File: config.mk
export PLATFORM = sky130hd
export DESIGN_NAME = uart_tx_word_packer_flat
export DESIGN_NICKNAME = d
export VERILOG_FILES = /design/src/rtl/uart_tx_word_packer_if.sv /design/src/rtl/uart_tx_word_packer.sv /design/src/flat_wrapper.sv
export SDC_FILE = /design/constraint.sdc
export NUM_CORES = 1
export LEC_CHECK = 0
export BUFFER_PORTS_ARGS = -buffer_cell sky130_fd_sc_hd__buf_2
export CAP_MARGIN = 20
export CORE_MARGIN = 2
export CORE_UTILIZATION = 50
export DETAILED_ROUTE_END_ITERATION = 6
export PLACE_DENSITY_LB_ADDON = 0.2
export SLEW_MARGIN = 5
export SYNTH_ARGS = -nofsm -noshare
export SYNTH_HDL_FRONTEND = slang
export SYNTH_SLANG_ARGS = --single-unit
File: constraint.sdc
create_clock -name clk -period 6.4 [get_ports clk]
set_clock_uncertainty 0.1 [all_clocks]
set_input_delay 0.64 -clock clk [delete_from_list [all_inputs] [get_ports clk]]
set_output_delay 0.64 -clock clk [all_outputs]
set_load 0.02 [all_outputs]
File: src/rtl/uart_tx_word_packer_if.sv
// Word stream from the matrix-result pipeline into uart_tx_word_packer.
interface uart_tx_word_packer_if #(
   parameter int WIDTH = 16
) ();
   logic             s_valid;
   logic             s_ready;
   logic [WIDTH-1:0] s_data;

   modport master (output s_valid, output s_data, input s_ready);
   modport slave  (input s_valid, input s_data, output s_ready);
endinterface

File: src/rtl/uart_tx_word_packer.sv
// Buffers result words in a small FIFO and hands them byte by byte to an 8-bit UART TX.
// Define TX_PACKER_DELIM_EN to append DELIM_BYTE after every ROW_LEN words.
module uart_tx_word_packer #(
   parameter int         WORD_BYTES = 2,
   parameter int         FIFO_DEPTH = 8,
   parameter bit         MSB_FIRST  = 1'b1,
   parameter int         ROW_LEN    = 4,
   parameter logic [7:0] DELIM_BYTE = 8'h0A
) (
   input  logic                        clk,
   input  logic                        rst_n,
   uart_tx_word_packer_if.slave        s,
   output logic                        tx_start,
   output logic [7:0]                  tx_data,
   input  logic                        tx_busy,
   input  logic                        tx_done,
   output logic [$clog2(FIFO_DEPTH):0] fifo_count,
   output logic                        idle
);
   localparam int WW = 8 * WORD_BYTES;
   localparam int AW = $clog2(FIFO_DEPTH);
   localparam int CW = AW + 1;
   localparam int BW = (WORD_BYTES > 1) ? $clog2(WORD_BYTES) : 1;
   localparam logic [CW-1:0] DEPTH_C  = CW'(FIFO_DEPTH);
   localparam logic [BW-1:0] LAST_IDX = BW'(WORD_BYTES - 1);

   typedef enum logic [2:0] {
      S_IDLE,
      S_LOAD,
      S_WAIT_BUSY,
`ifdef TX_PACKER_DELIM_EN
      S_WAIT_DONE,
      S_DELIM
`else
      S_WAIT_DONE
`endif
   } state_t;

   logic [WW-1:0] mem [FIFO_DEPTH];
   logic [AW-1:0] wr_ptr_reg, rd_ptr_reg;
   logic [CW-1:0] count_reg, count_next;
   logic          ready_reg;
   logic          push, pop;

   state_t        state_reg;
   logic [WW-1:0] word_reg;
   logic [BW-1:0] byte_idx_reg;
   logic          tx_start_reg;
   logic [7:0]    tx_data_reg;
   logic          idle_reg;
   logic [7:0]    word_bytes [WORD_BYTES];
   logic [7:0]    sel_byte;

`ifdef TX_PACKER_DELIM_EN
   localparam int WCW = (ROW_LEN > 1) ? $clog2(ROW_LEN) : 1;
   localparam logic [WCW-1:0] ROW_LAST = WCW'(ROW_LEN - 1);
   logic [WCW-1:0] word_cnt_reg;
   logic           delim_reg;
`else
   logic unused_cfg;
   assign unused_cfg = ^{DELIM_BYTE, 32'(ROW_LEN)};
`endif

   assign s.s_ready  = ready_reg;
   assign tx_start   = tx_start_reg;
   assign tx_data    = tx_data_reg;
   assign fifo_count = count_reg;
   assign idle       = idle_reg;

   for (genvar gi = 0; gi < WORD_BYTES; gi++) begin : g_lane
      assign word_bytes[gi] = word_reg[gi*8 +: 8];
   end

   always_comb begin
      sel_byte = word_bytes[0];
      for (int i = 0; i < WORD_BYTES; i++) begin
         if (MSB_FIRST ? (int'(byte_idx_reg) == WORD_BYTES - 1 - i) : (int'(byte_idx_reg) == i))
            sel_byte = word_bytes[i];
      end
   end

   assign push = s.s_valid && ready_reg;

   // The head word stays in the FIFO until its last byte is acknowledged.
   always_comb begin
      pop = (state_reg == S_WAIT_DONE) && tx_done && (byte_idx_reg == LAST_IDX);
`ifdef TX_PACKER_DELIM_EN
      if (delim_reg)
         pop = 1'b0;
`endif
   end

   always_comb begin
      count_next = count_reg;
      case ({push, pop})
         2'b10:   count_next = count_reg + 1'b1;
         2'b01:   count_next = count_reg - 1'b1;
         default: count_next = count_reg;
      endcase
   end

   always_ff @(posedge clk or negedge rst_n) begin
      if (!rst_n) begin
         wr_ptr_reg <= '0;
         rd_ptr_reg <= '0;
         count_reg  <= '0;
         ready_reg  <= 1'b0;
      end else begin
         if (push)
            wr_ptr_reg <= wr_ptr_reg + 1'b1;
         if (pop)
            rd_ptr_reg <= rd_ptr_reg + 1'b1;
         count_reg <= count_next;
         ready_reg <= (count_next < DEPTH_C);
      end
   end

   always_ff @(posedge clk) begin
      if (push)
         mem[wr_ptr_reg] <= s.s_data;
   end

   always_ff @(posedge clk or negedge rst_n) begin
      if (!rst_n) begin
         state_reg    <= S_IDLE;
         word_reg     <= '0;
         byte_idx_reg <= '0;
         tx_start_reg <= 1'b0;
         tx_data_reg  <= '0;
         idle_reg     <= 1'b1;
`ifdef TX_PACKER_DELIM_EN
         word_cnt_reg <= '0;
         delim_reg    <= 1'b0;
`endif
      end else begin
         idle_reg <= (count_reg == '0) && (state_reg == S_IDLE) && !tx_busy;
         case (state_reg)
            S_IDLE: begin
               if (count_reg != '0) begin
                  word_reg     <= mem[rd_ptr_reg];
                  byte_idx_reg <= '0;
                  state_reg    <= S_LOAD;
               end
            end
            S_LOAD: begin
               tx_data_reg  <= sel_byte;
               tx_start_reg <= 1'b1;
               state_reg    <= S_WAIT_BUSY;
            end
            // tx_start has been high for a cycle here, so a busy seen now is ours.
            S_WAIT_BUSY: begin
               if (tx_busy) begin
                  tx_start_reg <= 1'b0;
                  state_reg    <= S_WAIT_DONE;
               end
            end
            S_WAIT_DONE: begin
               if (tx_done) begin
`ifdef TX_PACKER_DELIM_EN
                  if (delim_reg) begin
                     delim_reg    <= 1'b0;
                     word_cnt_reg <= '0;
                     state_reg    <= S_IDLE;
                  end else if (byte_idx_reg != LAST_IDX) begin
                     byte_idx_reg <= byte_idx_reg + 1'b1;
                     state_reg    <= S_LOAD;
                  end else if (word_cnt_reg == ROW_LAST) begin
                     state_reg <= S_DELIM;
                  end else begin
                     word_cnt_reg <= word_cnt_reg + 1'b1;
                     state_reg    <= S_IDLE;
                  end
`else
                  if (byte_idx_reg != LAST_IDX) begin
                     byte_idx_reg <= byte_idx_reg + 1'b1;
                     state_reg    <= S_LOAD;
                  end else begin
                     state_reg <= S_IDLE;
                  end
`endif
               end
            end
`ifdef TX_PACKER_DELIM_EN
            S_DELIM: begin
               tx_data_reg  <= DELIM_BYTE;
               tx_start_reg <= 1'b1;
               delim_reg    <= 1'b1;
               state_reg    <= S_WAIT_BUSY;
            end
`endif
            default: state_reg <= S_IDLE;
         endcase
      end
   end
endmodule

File: src/flat_wrapper.sv
// flat-port wrapper written by rule: the top's interface ports become plain ports
module uart_tx_word_packer_flat 
#(
   parameter int         WORD_BYTES = 2,
   parameter int         FIFO_DEPTH = 8,
   parameter bit         MSB_FIRST  = 1'b1,
   parameter int         ROW_LEN    = 4,
   parameter logic [7:0] DELIM_BYTE = 8'h0A
)
  (clk, rst_n, tx_start, tx_data, tx_busy, tx_done, fifo_count, idle, s_s_valid, s_s_data, s_s_ready);
  uart_tx_word_packer_if #(.WIDTH(16)) s_i ();
  input  logic clk;
  input  logic rst_n;
  output logic tx_start;
  output logic [7:0] tx_data;
  input  logic tx_busy;
  input  logic tx_done;
  output logic [$clog2(FIFO_DEPTH):0] fifo_count;
  output logic idle;
  input wire logic [$bits(s_i.s_valid)-1:0] s_s_valid;
  input wire logic [$bits(s_i.s_data)-1:0] s_s_data;
  output wire logic [$bits(s_i.s_ready)-1:0] s_s_ready;
  assign s_i.s_valid = s_s_valid;
  assign s_i.s_data = s_s_data;
  assign s_s_ready = s_i.s_ready;
  uart_tx_word_packer #(.WORD_BYTES(WORD_BYTES), .FIFO_DEPTH(FIFO_DEPTH), .MSB_FIRST(MSB_FIRST), .ROW_LEN(ROW_LEN), .DELIM_BYTE(DELIM_BYTE)) u_core (.clk(clk), .rst_n(rst_n), .s(s_i), .tx_start(tx_start), .tx_data(tx_data), .tx_busy(tx_busy), .tx_done(tx_done), .fifo_count(fifo_count), .idle(idle));
endmodule
## Yosys cells after proc, flatten, opt, wreduce, memory -nomap -nowiden

Memory sizes are Yosys's and may differ from the RTL's. A register that Yosys moved wholly into a read port is not among the register bits.
Cells that the tools add are included.
Widths: inputs -> output; s select.

| cells by class | value |
|---|---|
| $mul | 0 |
| shifts and indexed selects | 0 |
| $add $sub $neg | 5 |
| mux-type cells | 15 |
| divide/modulo/power cells | 0 |
| magnitude comparators | 1 |
| reduce and logical (&&, ||, !) cells | 16 |
| eq/ne operators | 8 |
| bitwise gates (word level) | 0 |

Operators with widths:

| kind | count |
|---|---|
| $pmux 3 s4 | 1 |
| $mux 3 | 3 |
| $mux 8 | 1 |
| $pmux 4 s2 | 1 |
| $mux 1 | 7 |
| $add 3x1->3 const B | 2 |
| $eq 3x2->1 const B | 2 |
| $ne 2x2->1 const B | 3 |
| $reduce_and 3->1 | 2 |
| $logic_and 1x1->1 | 5 |
| $add 4x1->4 const B | 1 |
| $logic_not 4->1 | 1 |
| $lt 4x4->1 const B | 1 |
| $pmux 1 s2 | 2 |
| $reduce_and 2->1 | 2 |
| $reduce_bool 2->1 | 2 |
| $reduce_bool 4->1 | 1 |
| $sub 4x1->4 const B | 1 |
| $eq 3x1->1 const B | 1 |
| $logic_not 3->1 | 1 |
| $eq 2x1->1 const B | 1 |
| $eq 2x2->1 const B | 1 |
| $logic_not 1->1 | 2 |
| $add 1x1->1 const B | 1 |

| storage, ports and cells | value |
|---|---|
| latch bits | 0 |
| logic and storage cells | 55 |
| bits in writable memories | 128 |
| memories kept | 1 |
| output and inout bits | 15 |
| bits in read-only memories | 0 |
| input bits | 21 |
| register bits after elaboration | 25 |

Memory list:

| memory | depth | width | read ports | clocked after memory_dff | wr ports | line | text |
|---|---|---|---|---|---|---|---|
| u_core.mem | 8 | 16 | 1 | 1 | 1 | uart_tx_word_packer.sv:39 | `logic [WW-1:0] mem [FIFO_DEPTH];` |

## Longest topological paths before layout

Gate-level depths: netlist (run 1).

| depth | value |
|---|---|
| depth after elaboration | 6 |
| mapped depth | 9 |
| mapped depth without buffers | 8 |

## Least setup slack after synthesis (run 1)

OpenSTA, ideal clock, no wires.

| timing | value |
|---|---|
| path kind | input -> register |
| from | input s_s_valid |
| to | memory u_core.mem[0][0] in the netlist's numbering, enable pin |
| data required time | 5.891 ns |
| library setup time | 0.409 ns |
| arrival | 2.165 ns |
| slack | 3.726 ns |
| buffers on the path | 0 |
| stages | 3 |
| cells stage by stage | nand2_1 > or2_1 > nor3_1 |

| on the way | value |
|---|---|
| cells in the longest elaborated chain, start to end | 3 |

Ends and longest elaborated chain:

| element | line | text |
|---|---|---|
| start, declared | flat_wrapper.sv:20 | `input wire logic [$bits(s_i.s_valid)-1:0] s_s_valid;` |
| $logic_and 1x1->1 | uart_tx_word_packer.sv:82 | `assign push = s.s_valid && ready_reg;` |
| $mux 1 | uart_tx_word_packer.sv:119 | `if (push)` |
| $mux 1 (implied by the code) | uart_tx_word_packer.sv:120 | `mem[wr_ptr_reg] <= s.s_data;` |
| end, declared | uart_tx_word_packer.sv:39 |  |

No other way between the ends.

## Worst setup path in the final report (run 1)

| timing | value |
|---|---|
| from | register u_core.byte_idx_reg |
| to | register u_core.ready_reg, in the netlist u_core.s.s_ready |

| on the way | value |
|---|---|
| cells in the longest elaborated chain, start to end | 4 |
| elaborated cells between the ends (all ways) | 5 |
| classes of those cells | order compare: 1; eq/ne: 2; mux: 1; reduce/logical: 1 |

Ends and longest elaborated chain:

| element | line | text |
|---|---|---|
| start, declared | uart_tx_word_packer.sv:47 | `logic [BW-1:0] byte_idx_reg;` |
| start signal, assigned | uart_tx_word_packer.sv:175 | `byte_idx_reg <= byte_idx_reg + 1'b1;` |
| $logic_and 1x1->1 (*) | uart_tx_word_packer.sv:86 | `pop = (state_reg == S_WAIT_DONE) && tx_done && (byte_idx_reg == LAST_IDX);` |
| $eq 2x1->1 or $eq 2x2->1 (tied branches) | uart_tx_word_packer.sv:95 | `case ({push, pop})` |
| $pmux 4 s2 (*) | uart_tx_word_packer.sv:95 |  |
| $lt 4x4->1 (*) | uart_tx_word_packer.sv:114 | `ready_reg <= (count_next < DEPTH_C);` |
| end signal, assigned | uart_tx_word_packer.sv:114 |  |
| end, declared | uart_tx_word_packer.sv:42 | `logic ready_reg;` |

Every way passes the cells marked *; elsewhere a longest branch is shown, timed or not.
A chain may end at the register's enable or synchronous reset.

==> impl_metrics.py, run 1 <==
metrics = {
    "clock_tree": {
        "cts_root_buf": "clkbuf_16",
        "post_cts_buffers": 0,
        "cts_buffers": 17,
        "numClockSinks": 168,
        "cts-resized-gates": 0,
        "cts_buffer_depth": 2,
        "clk_pin_slew_ns": 0.06,
        "holdBufCountCts": 0,
        "htreeDepth": 4,
        "cts_tree": "done",
        "worst_skew_pair.late_latency_ns": 0.42,
    },
    "timing": {
        "finalHoldViolCount": 0,
        "drv_slew": 0,
        "setup_tns_ns": 0,
        "min_period_over_period_pct": 38.4,
        "fmax_mhz": 407,
        "tightest_slew_ns": 1.01,
        "min_period_ns": 2.46,
        "setup_viol": 0,
        "rsz0062_at_grt": "false",
        "slew_headroom_pct": 32.5,
    },
    "global_route": {
        "grt_pass1_wl_mm": 18.9,
        "grt_start_max_net_pins": 67,
        "overflow": 0,
        "grt_pass1_vias": 3460,
        "antenna_found_initial": 1,
        "globalRouteTotalUtil_pct": 18.1,
    },
    "worst_setup_path": {
        "worstSetupPathType": "reg2reg",
        "worstPathRequired_ns": 6.59,
        "worstPathArrival_ns": 2.65,
        "r2r_end": "u_core.s.s_ready",
        "start_kind": "flip-flop",
        "critPathCaptureType": "flip-flop",
        "worstRegToRegCells": 7,
        "startpoint": "u_core.byte_idx_reg",
        "worstReg2RegStart": "u_core.byte_idx_reg",
        "endpoint": "u_core.s.s_ready",
        "r2r_slack_ns": 3.94,
        "crit_fanout": 11,
    },
    "power": {
        "leakagePower_nw": 2.88,
        "ir_drop_v": 0.000225,
        "p_per_area_nw_per_um2": 479,
    },
    "logic_synthesis": {
        "synthesis.nets": 444,
        "ys_types": 33,
        "synth_seq_cells": 168,
        "avgSynthCellArea_sq_um": 16.3,
        "synth_flop_cell": "edfxtp_1",
        "synth-edff-count": 128,
        "synth_cells": 413,
        "ys_warn_count": 0,
        "syn_area_sq_um": 6740,
        "synthArstFlopShare_pct": 23.8,
        "synth_seq_area_share_pct": 71.9,
    },
    "floorplanning": {
        "row_count": 42,
        "die_area_sq_um": 14400,
        "die_h_um": 120,
        "die_w_um": 120,
        "ioPinCount": 36,
        "coreArea_sq_um": 13200,
        "start_util_pct": 51.1,
    },
    "place": {
        "place_congestion": 0.734,
        "io_buffers": 35,
        "dpl.hpwl_mm": 7.33,
    },
    "final_layout": {
        "fillers": 1027,
        "largest_reg_flops": 128,
        "layout_common_cells": "edfxtp_1, mux2i_1, dfrtp_1, buf_2, nand2_1",
        "drive_above_1_share_pct": 20.3,
        "layout.cells.most_common": "edfxtp_1",
        "syn_to_final_growth_pct": 14.1,
        "antenna_cells": 0,
        "utilization_pct": 58.3,
        "num-nets-final": 490,
    },
    "run_status": {
        "outcome": "complete, no violations",
    },
    "route": {
        "drt-total-wl_mm": 12.2,
        "drtAntennaViolNets": 0,
        "drtIter0Drc": 310,
        "firstDrtPassIters": 4,
        "drc": 0,
        "routedWlPerCell_um": 18.9,
        "vias_per_cell": 5.47,
        "vias": 3546,
    },
    "job": {
        "max_cap_violations": 0,
    },
    "worst_hold_path": {
        "hp-class": "in2async",
    },
}
==> through the flow <==
stage / power [mW] / instance area [sq um] / setup slack, ns / hold WS [ns] / instances
final: 3.68 / 7690 / 3.94 / 0.241 / 648
after CTS: 3.71 / 7670 / 3.91 / 0.248 / 647
after global routing: 3.88 / 7690 / 3.73 / 0.259 / 648
after global placement: 2.64 / 7070 / 3.99 / 0.371 / 615
after detailed placement: 2.68 / 7070 / 3.91 / 0.378 / 615
after floorplan: 2.40 / 6740 / 3.73 / 0.244 / 413
==> worst min path at each step <==
| stage | start | end | slack [ns] | depth (start not counted) |
|---|---|---|---|---|
| final | rst_n | u_core.fifo_count[0] | 0.24 | 1 |
| after global routing | tx_busy | u_core.idle | 0.26 | 2 |
| after CTS | rst_n | u_core.fifo_count[0] | 0.25 | 1 |
| after detailed placement | u_core.word_reg[11] | u_core.word_reg[11] | 0.38 | 2 |
| after global placement | u_core.word_reg[6] | u_core.word_reg[6] | 0.37 | 2 |
| after floorplan | rst_n | async pin | 0.24 | 0 |
==> layout make-up <==
class	instances	area (sq um)	share of cell area [%]
tap	176	220	2.86
multi-input combinational	222	1740	22.6
inverter	4	15.0	0.195
sequential	168	4850	63.0
clock inverter	11	145	1.89
clock buffer	21	460	5.99
timing repair buffer	46	265	3.45
==> cells in the mapped netlist, types with 2 or more instances <==
master	n	area, sq um
buf_6	3	33.8
mux2_1	19	214
buf_12	3	60.1
buf_2	6	30.0
nand3_1	2	10.0
a21oi_1	10	50.1
dfrtp_1	39	976
o22ai_1	17	106
clkbuf_1	6	22.5
edfxtp_1	128	3840
nand2b_1	8	50.1
mux2_2	17	191
nor2_1	18	67.6
a221o_1	16	160
mux2i_1	41	410
nor2b_1	2	12.5
inv_1	4	15.0
ha_1	10	125
nand2_1	24	90.1
o21ai_1	18	90.1
xnor2_1	4	35.0
and3_1	3	18.8
xor2_1	4	35.0
nor3_1	2	10.0
==> kinds of logic (layout without fill, tap and decap cells) <==
logic type                 count (synthesis)  in the layout  share of synthesized area (%)
and+or+nand+nor                           61             61                           4.03
xor gates and xnor gates                   8              8                           1.04
adders and majority gates                 10             10                           1.86
AOI/OAI and AO/OA                         66             66                           6.58
buffers and inverters                     23             82                           2.45
muxes                                     77             77                           12.1
DFF                                      168            168                           71.9
==> metal layers <==
layer / global-route usage [%] / up-vias / part of all wire (%) / wire length [um]
li1: - / 1680 / - / -
met5: 0 / - / 0.090 / 11
met1: 24.8 / 1752 / 44 / 5400
met2: 27.9 / 94 / 48 / 5870
met4: 7.50 / 2 / 1.7 / 209
met3: 4.56 / 18 / 6.2 / 755
==> power by group <==
group          switching, mW  internal (mW)  leakage [nW]
clock network          0.394          0.634         0.291
logic                  0.638          0.460         0.956
registers              0.136           1.42          1.63
==> worst max-delay path, cell delays in order (launching register included) <==
cell,delay [ns]
dfrtp_1,0.66
and3_1,0.36
ha_1,0.28
ha_1,0.30
and3_1,0.20
o21ai_1,0.11
o211ai_1,0.14
xor2_1,0.17
No activity file was read; power rests on OpenSTA's default activity.
==> inputs of run 2 (changes only) <==
Clock period 6.4 ns to 2.6 ns, I/O delays scaled along.
==> impl_metrics.py, run 2 (synthesis results as in run 1) <==
metrics = {
    "timing": {
        "worst_hold_slack_ns": 0.0102,
        "min_period_over_period_pct": 90.8,
        "setup_tns_ns": 0,
        "setup_viol": 0,
        "fmax_mhz": 424,
        "rsz0062_at_grt": "false",
        "tightest_slew_ns": 0.910,
        "finalHoldViolCount": 0,
        "min_period_ns": 2.36,
        "layout_setup_ws_ns": 0.239,
        "drv_slew": 0,
        "slew_headroom_pct": 39.4,
    },
    "route": {
        "vias": 3622,
        "drtIter0Drc": 224,
        "routedWlPerCell_um": 19.4,
        "drc": 0,
        "drtAntennaViolNets": 0,
        "drt-total-wl_mm": 12.9,
        "firstDrtPassIters": 5,
        "vias_per_cell": 5.47,
    },
    "place": {
        "dpl.hpwl_mm": 7.91,
        "post-place-ws_ns": 0.188,
        "place_congestion": 0.702,
        "io_buffers": 35,
        "placed_cells": 624,
        "place_area_sq_um": 7160,
    },
    "worst_setup_path": {
        "worstPathRequired_ns": 2.79,
        "worstRegToRegCells": 8,
        "worstPathArrival_ns": 2.55,
        "start_kind": "flip-flop",
        "endpoint": "u_core.s.s_ready",
        "r2r_slack_ns": 0.24,
        "crit_fanout": 5,
        "critPathCaptureType": "flip-flop",
        "worstReg2RegStart": "u_core.state_reg[1]",
        "startpoint": "u_core.state_reg[1]",
        "worstSetupPathType": "reg2reg",
        "r2r_end": "u_core.s.s_ready",
    },
    "global_route": {
        "overflow": 0,
        "grt_pass1_wl_mm": 19.9,
        "grt_start_max_net_pins": 41,
        "antenna_found_initial": 0,
        "globalRouteTotalUtil_pct": 19.0,
        "grt_pass1_vias": 3559,
    },
    "final_layout": {
        "layout.cells.most_common": "edfxtp_1",
        "largest_reg_flops": 128,
        "syn_to_final_growth_pct": 15.7,
        "layout_common_cells": "edfxtp_1, mux2i_1, dfrtp_1, buf_2, nand2_1",
        "antenna_cells": 0,
        "num-nets-final": 504,
        "stdcell_count": 662,
        "drive_above_1_share_pct": 20.4,
        "utilization_pct": 59.1,
        "design_area_sq_um": 7790,
        "fillers": 999,
    },
    "clock_tree": {
        "numClockSinks": 168,
        "cts_root_buf": "clkbuf_16",
        "htreeDepth": 4,
        "worst_skew_pair.late_latency_ns": 0.42,
        "cts_buffers": 17,
        "clk_pin_slew_ns": 0.06,
        "cts_tree": "done",
        "post_cts_buffers": 0,
        "cts_buffer_depth": 2,
    },
    "power": {
        "power_mw": 9.09,
        "p_per_area_nw_per_um2": 1170,
        "ir_drop_v": 0.000526,
        "leakagePower_nw": 2.93,
    },
    "job": {
        "max_cap_violations": 0,
    },
    "run_status": {
        "outcome": "complete, no violations",
    },
    "floorplanning": {
        "row_count": 42,
        "coreArea_sq_um": 13200,
        "die_h_um": 120,
        "die_w_um": 120,
        "start_util_pct": 51.1,
        "die_area_sq_um": 14400,
        "ioPinCount": 36,
    },
    "worst_hold_path": {
        "hp-class": "in2reg",
    },
}
[run 2: cell types whose count changed in the layout (fill, tap and decap cells not counted)]
cell           delta
buf_12            +2
buf_4             +7
buf_8             -1
clkbuf_1          +1
clkbuf_8          -2
clkinv_1          +5
clkinv_2          -1
clkinv_4          -2
dlygate4sd3_1     +6
ha_1              -1
ha_2              +1
inv_6             -1
[run 2: critical path, cell delays in order (launching register included)]
cell,delay (ns)
dfrtp_1,0.41
ha_1,0.23
and3_1,0.27
ha_2,0.25
ha_1,0.33
and3_1,0.20
o21ai_1,0.12
o211ai_1,0.15
xor2_1,0.17
[run 2: worst min-delay path by stage]
stage                      start           endpoint  slack, ns  depth (start not counted)
global route        s_s_data[12]  u_core.mem[6][12]       0.02                          1
CTS                  s_s_data[8]   u_core.mem[4][8]      0.002                          1
global placement         tx_busy        u_core.idle       0.31                          2
detailed placement       tx_busy        u_core.idle       0.31                          2
floorplan                  rst_n          async pin      -0.14                          0
finish               s_s_data[3]   u_core.mem[6][3]       0.01                          1
[run 2: timing repair]
action                     4_1_cts  5_1_grt
hold buffers                     6        0
gates resized for setup          0        1
setup endpoints to repair        0        1
hold endpoints to repair        68        0
[run 2: final cells by class]
cell class	instances	area [sq um]	area share (%)
clock buffer	20	437	5.60
tap	176	220	2.83
sequential	168	4850	62.2
multi-input combinational	222	1740	22.3
timing repair buffer	60	403	5.17
inverter	4	15.0	0.193
clock inverter	12	133	1.70
[run 2: layer usage]
layer	global-route usage, %	wire length, um
met5	0	0
met4	7.57	143
met3	4.80	618
met2	29.4	6260
met1	25.8	5840
[run 2: power by group]
group | switching, mW | total (mW) | internal (mW)
combinational | 1.66 | 2.86 | 1.20
sequential | 0.308 | 3.80 | 3.49
clock | 0.939 | 2.43 | 1.49
==> inputs of run 3 (changes only) <==
Settings changed: CTS_BUF_LIST set to sky130_fd_sc_hd__clkbuf_8 sky130_fd_sc_hd__clkbuf_16.
==> impl_metrics.py, run 3 (synthesis results as in run 1) <==
metrics = {
    "worst_setup_path": {
        "worstRegToRegCells": 8,
        "start_kind": "flip-flop",
        "worstPathRequired_ns": 2.79,
        "startpoint": "u_core.state_reg[1]",
        "r2r_end": "u_core.s.s_ready",
        "r2r_slack_ns": 0.24,
        "endpoint": "u_core.s.s_ready",
        "worstReg2RegStart": "u_core.state_reg[1]",
        "crit_fanout": 5,
        "critPathCaptureType": "flip-flop",
        "worstPathArrival_ns": 2.55,
        "worstSetupPathType": "reg2reg",
    },
    "final_layout": {
        "antenna_cells": 0,
        "utilization_pct": 59.1,
        "layout_common_cells": "edfxtp_1, mux2i_1, dfrtp_1, buf_2, nand2_1",
        "drive_above_1_share_pct": 20.4,
        "design_area_sq_um": 7790,
        "syn_to_final_growth_pct": 15.7,
        "layout.cells.most_common": "edfxtp_1",
        "num-nets-final": 504,
        "largest_reg_flops": 128,
        "stdcell_count": 662,
        "fillers": 999,
    },
    "timing": {
        "layout_setup_ws_ns": 0.240,
        "setup_viol": 0,
        "finalHoldViolCount": 0,
        "drv_slew": 0,
        "worst_hold_slack_ns": 0.0123,
        "fmax_mhz": 424,
        "tightest_slew_ns": 0.912,
        "min_period_over_period_pct": 90.8,
        "rsz0062_at_grt": "false",
        "min_period_ns": 2.36,
        "slew_headroom_pct": 39.2,
        "setup_tns_ns": 0,
    },
    "global_route": {
        "grt_start_max_net_pins": 41,
        "overflow": 0,
        "antenna_found_initial": 0,
        "globalRouteTotalUtil_pct": 19.0,
        "grt_pass1_vias": 3559,
        "grt_pass1_wl_mm": 19.9,
    },
    "route": {
        "firstDrtPassIters": 5,
        "drt-total-wl_mm": 12.9,
        "drc": 0,
        "vias": 3626,
        "routedWlPerCell_um": 19.4,
        "drtAntennaViolNets": 0,
        "vias_per_cell": 5.48,
        "drtIter0Drc": 221,
    },
    "power": {
        "power_mw": 9.08,
        "p_per_area_nw_per_um2": 1170,
        "ir_drop_v": 0.000527,
        "leakagePower_nw": 2.94,
    },
    "worst_hold_path": {
        "hp-class": "in2reg",
    },
    "clock_tree": {
        "cts_root_buf": "clkbuf_16",
        "post_cts_buffers": 0,
        "cts_tree": "done",
        "cts_buffer_depth": 2,
        "cts_buffers": 17,
        "numClockSinks": 168,
        "clk_pin_slew_ns": 0.06,
        "htreeDepth": 4,
        "worst_skew_pair.late_latency_ns": 0.41,
    },
    "floorplanning": {
        "start_util_pct": 51.1,
        "coreArea_sq_um": 13200,
        "ioPinCount": 36,
        "die_h_um": 120,
        "row_count": 42,
        "die_w_um": 120,
        "die_area_sq_um": 14400,
    },
    "place": {
        "io_buffers": 35,
        "dpl.hpwl_mm": 7.91,
        "post-place-ws_ns": 0.188,
        "place_congestion": 0.702,
        "placed_cells": 624,
        "place_area_sq_um": 7160,
    },
    "job": {
        "max_cap_violations": 0,
    },
    "run_status": {
        "outcome": "complete, no violations",
    },
}
==> run 3: worst min path at each step <==
stage | from | to | slack, ns | cells after the start
after floorplan | rst_n | async pin | -0.14 | 0
after global placement | tx_busy | u_core.idle | 0.31 | 2
after detailed placement | tx_busy | u_core.idle | 0.31 | 2
after CTS | s_s_data[14] | u_core.mem[3][14] | 0.002 | 1
after global routing | s_s_data[12] | u_core.mem[6][12] | 0.02 | 1
final | s_s_data[3] | u_core.mem[6][3] | 0.01 | 1
==> run 3: power by group <==
group          switching (mW)  internal [mW]  leakage (nW)  total, mW
clock                   0.941           1.48         0.281       2.42
sequential              0.308           3.49          1.63       3.80
combinational            1.66           1.20          1.03       2.87
==> run 3: layer usage <==
metal  track usage, %  vias up  routed length (um)
met5                0        -                   0
met4             7.57        0                 182
met3             4.80       13                 565
met2             29.4       82                6230
met1             25.8     1828                5890
li1                 -     1703                   -
==> run 3: area by class of cell <==
| type | instances | area (sq um) | share of cell area, % |
|---|---|---|---|
| repair buffers | 60 | 403 | 5.17 |
| well taps | 176 | 220 | 2.83 |
| multi-input cells | 222 | 1740 | 22.3 |
| flip-flops and latches | 168 | 4850 | 62.2 |
| clock buffers | 17 | 425 | 5.46 |
| inverters | 4 | 15.0 | 0.193 |
| clock inverters | 15 | 144 | 1.85 |
==> run 3: repair_timing <==
action	4_1_cts	5_1_grt
setup endpoints to repair	0	1
hold endpoints to repair	68	0
gates resized for setup	0	1
hold buffers	6	0
==> run 3: worst max-delay path, cell delays in order (launching register included) <==
cell	delay [ns]
dfrtp_1	0.41
ha_1	0.23
and3_1	0.27
ha_2	0.25
ha_1	0.33
and3_1	0.20
o21ai_1	0.12
o211ai_1	0.15
xor2_1	0.17
